### src/rtl/encoder_pkg.sv
// ---------------------------------------------------------------------------
// encoder_pkg
//   Shared definitions for the matrix encoder datapath stages.
//   - MAT_DIM / LINE_W : geometry of one slice (5x5 bit matrix, 25 bits)
//   - STATE_DEPTH      : slices per state, shared with the permutation stage
//   - enc_state_e      : FILL / DRAIN phase of a whole-state buffering stage
//   - lane_idx(x, y)   : bit position of matrix element (x, y) inside a slice
// ---------------------------------------------------------------------------
package encoder_pkg;

  localparam int MAT_DIM     = 5;
  localparam int LINE_W      = MAT_DIM * MAT_DIM;
  localparam int STATE_DEPTH = 64;

  typedef enum logic {
    FILL  = 1'b0,
    DRAIN = 1'b1
  } enc_state_e;

  // Row-major packing: row y occupies bits [5y +: 5], column x within the row.
  function automatic int lane_idx(input int x, input int y);
    return (MAT_DIM * y) + x;
  endfunction

endpackage

### src/rtl/column_parity5.sv
// ---------------------------------------------------------------------------
// column_parity5
//   Purely combinational column parity of one 5x5 slice.
//   Ports:
//     line   : input  25-bit slice, bit (5*y + x) holds element (x, y)
//     parity : output 5-bit, parity[x] = XOR over y of element (x, y)
// ---------------------------------------------------------------------------
module column_parity5
  import encoder_pkg::*;
(
  input  logic [LINE_W-1:0]  line,
  output logic [MAT_DIM-1:0] parity
);

  // Fold the five rows of each column together.
  always_comb begin
    parity = {MAT_DIM{1'b0}};
    for (int x = 0; x < MAT_DIM; x++) begin
      for (int y = 0; y < MAT_DIM; y++) begin
        parity[x] = parity[x] ^ line[lane_idx(x, y)];
      end
    end
  end

endmodule

### src/rtl/theta_column_parity.sv
// ---------------------------------------------------------------------------
// theta_column_parity
//   Whole-state buffering theta-mix stage feeding the lane-permutation stage.
//   FILL : accepts DEPTH slices (one per in_valid/in_ready handshake), storing
//          each slice and its column parity.
//   DRAIN: replays the slices in order, each XORed with the theta mix term
//          D[x] = par[z][(x+4)%5] ^ par[z-1][(x+1)%5]  (z-1 wraps to DEPTH-1).
//   Input and output phases never overlap.
//   Ports:
//     clk, rst           : clock, asynchronous active-high reset
//     in_valid/in_ready  : input handshake, in_line carries slice z
//     out_valid/out_ready: output handshake, out_line/out_index carry slice z
//     busy               : high while draining
//     done               : one-cycle pulse after the last slice leaves
// ---------------------------------------------------------------------------
module theta_column_parity
  import encoder_pkg::*;
#(
  parameter int DEPTH = STATE_DEPTH,
  parameter int IDX_W = 6
) (
  input  logic              clk,
  input  logic              rst,
  input  logic              in_valid,
  output logic              in_ready,
  input  logic [24:0]       in_line,
  output logic              out_valid,
  input  logic              out_ready,
  output logic [24:0]       out_line,
  output logic [IDX_W-1:0]  out_index,
  output logic              busy,
  output logic              done
);

  localparam logic [IDX_W-1:0] LAST_IDX = IDX_W'(DEPTH - 1);
  localparam logic [IDX_W-1:0] ONE_IDX  = IDX_W'(1);

  // Control state
  enc_state_e        state_q, state_d;
  logic [IDX_W-1:0]  wr_idx_q, wr_idx_d;
  logic [IDX_W-1:0]  rd_idx_q, rd_idx_d;
  logic              done_q, done_d;

  // Whole-state storage
  logic [LINE_W-1:0]  slice_mem_q [DEPTH];
  logic [MAT_DIM-1:0] par_q       [DEPTH];

  // Datapath
  logic               accept_s;
  logic [MAT_DIM-1:0] in_par_s;
  logic [IDX_W-1:0]   rd_prev_s;
  logic [MAT_DIM-1:0] par_cur_s;
  logic [MAT_DIM-1:0] par_prev_s;
  logic [MAT_DIM-1:0] mix_s;

  column_parity5 u_in_parity (
    .line   (in_line),
    .parity (in_par_s)
  );

  assign accept_s = in_valid & (state_q == FILL);

  // Next-state logic for the FILL/DRAIN sequencer and its index counters.
  always_comb begin
    state_d  = state_q;
    wr_idx_d = wr_idx_q;
    rd_idx_d = rd_idx_q;
    done_d   = 1'b0;
    case (state_q)
      FILL: begin
        if (in_valid) begin
          // Counter is exactly IDX_W wide, so DEPTH-1 + 1 wraps to 0.
          wr_idx_d = wr_idx_q + ONE_IDX;
          if (wr_idx_q == LAST_IDX) begin
            state_d = DRAIN;
          end else begin
            state_d = FILL;
          end
        end else begin
          wr_idx_d = wr_idx_q;
        end
      end
      DRAIN: begin
        if (out_ready) begin
          rd_idx_d = rd_idx_q + ONE_IDX;
          if (rd_idx_q == LAST_IDX) begin
            state_d = FILL;
            done_d  = 1'b1;
          end else begin
            state_d = DRAIN;
          end
        end else begin
          rd_idx_d = rd_idx_q;
        end
      end
      default: begin
        state_d  = FILL;
        wr_idx_d = {IDX_W{1'b0}};
        rd_idx_d = {IDX_W{1'b0}};
      end
    endcase
  end

  // Sequencer registers.
  always_ff @(posedge clk or posedge rst) begin
    if (rst) begin
      state_q  <= FILL;
      wr_idx_q <= {IDX_W{1'b0}};
      rd_idx_q <= {IDX_W{1'b0}};
      done_q   <= 1'b0;
    end else begin
      state_q  <= state_d;
      wr_idx_q <= wr_idx_d;
      rd_idx_q <= rd_idx_d;
      done_q   <= done_d;
    end
  end

  // Slice buffer; contents are meaningless until written, so no reset.
  always_ff @(posedge clk) begin
    if (accept_s) begin
      slice_mem_q[wr_idx_q] <= in_line;
    end
  end

  // Column parity per slice, captured alongside the slice itself.
  always_ff @(posedge clk or posedge rst) begin
    if (rst) begin
      for (int i = 0; i < DEPTH; i++) begin
        par_q[i] <= {MAT_DIM{1'b0}};
      end
    end else if (accept_s) begin
      par_q[wr_idx_q] <= in_par_s;
    end
  end

  // Previous slice index wraps naturally: slice 0 reads par[DEPTH-1].
  assign rd_prev_s  = rd_idx_q - ONE_IDX;
  assign par_cur_s  = par_q[rd_idx_q];
  assign par_prev_s = par_q[rd_prev_s];

  // Theta mix term: left-neighbour column of this slice, right-neighbour of the previous.
  always_comb begin
    mix_s = {MAT_DIM{1'b0}};
    for (int x = 0; x < MAT_DIM; x++) begin
      mix_s[x] = par_cur_s[(x + 4) % MAT_DIM] ^ par_prev_s[(x + 1) % MAT_DIM];
    end
  end

  // Each row gets the same 5-bit mix term, so replication lines D[x] up with column x.
  assign out_line  = slice_mem_q[rd_idx_q] ^ {MAT_DIM{mix_s}};
  assign out_index = rd_idx_q;
  assign in_ready  = (state_q == FILL);
  assign out_valid = (state_q == DRAIN);
  assign busy      = (state_q == DRAIN);
  assign done      = done_q;

endmodule

### config.mk
export PLATFORM = sky130hd
export DESIGN_NAME = theta_column_parity
export DESIGN_NICKNAME = d
export VERILOG_FILES = /design/src/rtl/encoder_pkg.sv /design/src/rtl/column_parity5.sv /design/src/rtl/theta_column_parity.sv
export SDC_FILE = /design/constraint.sdc
export NUM_CORES = 2
export LEC_CHECK = 0
export CORE_MARGIN = 3
export CORE_UTILIZATION = 35
export DETAILED_ROUTE_END_ITERATION = 7
export PLACE_DENSITY = 0.59
export SKIP_CTS_REPAIR_TIMING = 1
export SYNTH_ARGS = -nofsm -noshare
export SYNTH_HDL_FRONTEND = slang
export SYNTH_SLANG_ARGS = --single-unit
export TNS_END_PERCENT = 10
### constraint.sdc
create_clock -name clk -period 12.08 [get_ports clk]
set_clock_uncertainty 0.15 [all_clocks]
set_input_delay 2.416 -clock clk [delete_from_list [all_inputs] [get_ports clk]]
set_output_delay 2.416 -clock clk [all_outputs]
set_load 0.1 [all_outputs]
==> results.txt <==
Status -> finished, final reports clean
Actual slew at the worst max-slew pin -> 1260 ps
Syn avg cell area -> 18.6 µm²
Initial core utilization -> 0.353
Routed vias -> 43.3k
Most used cell, CP -> buf_4
Post-route setup slack -> 2100 ps
Mapped cell area -> 0.0806 mm²
Antenna violations before repair -> 4
Clock sinks -> 1,934
Synthesized flop and latch total -> 1,934
CTS tree -> done
Seq/Total Area, Yosys -> 0.700
Critical Path Max Stage Delay -> 1350 ps
CP cell instances -> inv_2, buf_4, ha_4, buf_4, mux4_2, a21boi_0, o41ai_1, o2111a_1, buf_4, xnor3_1, clkdlybuf4s50_1
Core area -> 0.228 mm²
Max VDD drop -> 698 µV
DRT antenna net count -> 0
Max cap viols -> 0
Fin Setup TNS -> 0 ps
Share of layout cells above drive strength 1 -> 0.262
Area leader, netlist -> edfxtp_1
First-pass GRT wire length -> 333,000 µm
Leak pwr -> 31.3 nW
Die footprint -> 0.236 mm²
# IOs -> 64
Synth top area share -> 0.596
Area Growth Syn to Fin -> 12.9%
Pre-CTS setup slack -> 3000 ps
Fill cells -> 20.4k
Synthesized instance count -> 4,338
Vias in the first global route -> 43.5k
Worst EP arrival -> 7410 ps
Die W -> 486 µm
DRT Wirelength -> 235,000 µm
CTS H-tree lvls -> 4
Clock share of power -> 0.270
Worst path required time -> 9510 ps
Per-cell routed wire length -> 30.7 µm
Count of different cell masters after synthesis -> 71
Reg power frac -> 0.351
Remaining global-route overflow -> 0
Drt initial violations -> 5,272
Worst Hold Depth -> 2
Critical Path Slowest Stage Cell -> clkdlybuf4s50_1
Max-slew violations -> 0
Count leader, synth -> edfxtp_1
Final hold viol count -> 0
Worst-path fanout max -> 52
Port bufs -> 63
Worst-path clk slew -> 60 ps
Layout net count -> 4,512
Setup violators final -> 0
Chip height -> 486 µm
Combinational power share -> 0.379
CTS Root Cell -> clkbuf_16
Commonest cells in the netlist -> 1,600 x edfxtp_1, 459 x mux4_2, 338 x nand2_1
Post-DP HPWL -> 134,000 µm
Fmax -> 100 MHz
Critical path launch point type -> flip-flop
RSZ-0062 raised after global routing -> no
Final min period -> 9980 ps
Largest net degree at the start of global routing -> 145
Power Dens Cells -> 239 mW/mm²
Ys flop type -> edfxtp_1
Clk_lat worst skew -> 830 ps
NetSw -> 8.20 mW
Yosys warns -> 0
Period utilization -> 0.826
Number of flops mapped to enable cells by yosys -> 1,600
DRC errors left -> 0
Max_slew headroom -> 0.158
Worst R2R Path Depth -> 7
Sw frac -> 0.378
RD Place Congestion -> 0.843
Cts bufs inserted -> 198
Clock buffer depth -> 3
DR pass1 iterations -> 6
Synth area leaders -> edfxtp_1 60%, mux4_2 13%, dfrtp_1 10%, mux2_2 2.8%, mux2i_1 2.7%
Crit end category -> output pin
Ys async rst share -> 0.173
Global Route Usage Sum -> 0.197
Post-synth net total -> 4,370
Int Pwr -> 13.5 mW
# rows -> 175
Setup CP Type -> reg2out
Vias per inst -> 5.66
Hold WC Path Type -> reg2reg
==> through the flow <==
| stage | cell area [µm²] | util | hold WS [ps] | std cells | power (mW) |
|---|---|---|---|---|---|
| after floorplan | 80600 | - | 308 | 4338 | 13.5 |
| after global placement | 84900 | 0.372 | 327 | 7289 | 16.0 |
| after detailed placement | 84900 | 0.372 | 340 | 7289 | 16.0 |
| after CTS | 91000 | 0.399 | 353 | 7650 | 21.9 |
| after global routing | 91000 | 0.399 | 378 | 7651 | 22.4 |
| final | 91000 | 0.399 | 347 | 7656 | 21.7 |
==> layer usage <==
metal	global-route usage	share of wire	routed length (µm)
met1	0.275	0.42	98800
met2	0.314	0.47	111000
met3	0.0351	0.074	17500
met4	0.0624	0.031	7310
met5	0	0	0
==> cells in the final DEF, fill, tap and decap left out, types with 13 or more instances in the layout <==
cell type	n
edfxtp_1	1600
mux4_2	459
nand2_1	338
dfrtp_1	328
mux2i_1	217
clkbuf_16	200
mux2_2	199
o21ai_0	198
buf_4	175
clkbuf_1	61
a31oi_1	46
a21oi_1	44
nor2b_1	43
clkinv_1	38
clkdlybuf4s50_1	38
a21boi_0	36
inv_1	35
nor2_1	35
nand3_1	34
nor2_4	32
a22oi_1	29
o221ai_1	29
clkinv_2	29
o22ai_1	28
a211oi_1	28
a2111oi_0	26
buf_2	25
xnor2_1	24
xnor3_1	24
and2b_1	22
o41ai_1	15
mux4_1	15
a221oi_1	13
==> final cells by class <==
type	count	area [µm²]	share of cell area
multi-input combinational	2053	22500	0.248
clock buffer	273	5400	0.0593
sequential	1934	56400	0.620
tap	3009	3760	0.0414
clock inverter	88	726	0.00797
inverter	48	188	0.00206
antenna	6	15.0	0.000165
timing repair buffer	245	1960	0.0215
==> critical path, delay by kind of cell, from the launching register on <==
kind / cells / cell delay [ps]
adder cells (fa/ha/maj): 1 / 940
multiplexers: 1 / 560
XOR/XNOR: 1 / 240
flip-flops: 1 / 850
buffers and inverters: 5 / 2570
AO/OA/AOI/OAI: 3 / 1300
==> state kept, by name (all words and copies together) (netlist names) <==
register     count
busy             1
done             1
par_q          320
out_index        6
wr_idx_q         6
slice_mem_q   1600
==> logic make-up (layout without fill, tap and decap cells) <==
kind of cell / after synthesis / count (layout) / share of synthesized area
AO/OA/AOI/OAI: 550 / 550 / 0.0456
XOR/XNOR: 61 / 61 / 0.0109
adder cells (fa/ha/maj): 3 / 3 / 0.000466
buffers and inverters: 351 / 654 / 0.0255
flip-flops: 1934 / 1934 / 0.700
multiplexers: 890 / 890 / 0.188
other: 0 / 6 / 0
AND/OR/NAND/NOR: 549 / 549 / 0.0300
==> final timing paths <==
path,start,to,slack (ps)
setup reg to reg,busy$_DFF_PP0_,slice_mem_q[33][5]$_DFFE_PP_,7730
hold / removal,par_q[197]$_DFFE_PP0P_,par_q[197]$_DFFE_PP0P_,350
max in group asynchronous,rst,par_q[227]$_DFFE_PP0P_,7630
hold reg to reg,par_q[197]$_DFFE_PP0P_,par_q[197]$_DFFE_PP0P_,350
setup / recovery,out_index[0]$_DFFE_PP0P_,out_line[20],2100
min in group asynchronous,rst,par_q[3]$_DFFE_PP0P_,2010
==> power by group through the flow <==
stage	Combinational, mW	Clock (mW)	Sequential, mW
CTS	8.31	5.95	7.61
finish	8.24	5.86	7.61
floorplan	5.86	0	7.65
detailed placement	8.29	0	7.75
global placement	8.27	0	7.74
global route	8.57	6.20	7.63
No activity file was read; power rests on OpenSTA's default activity.
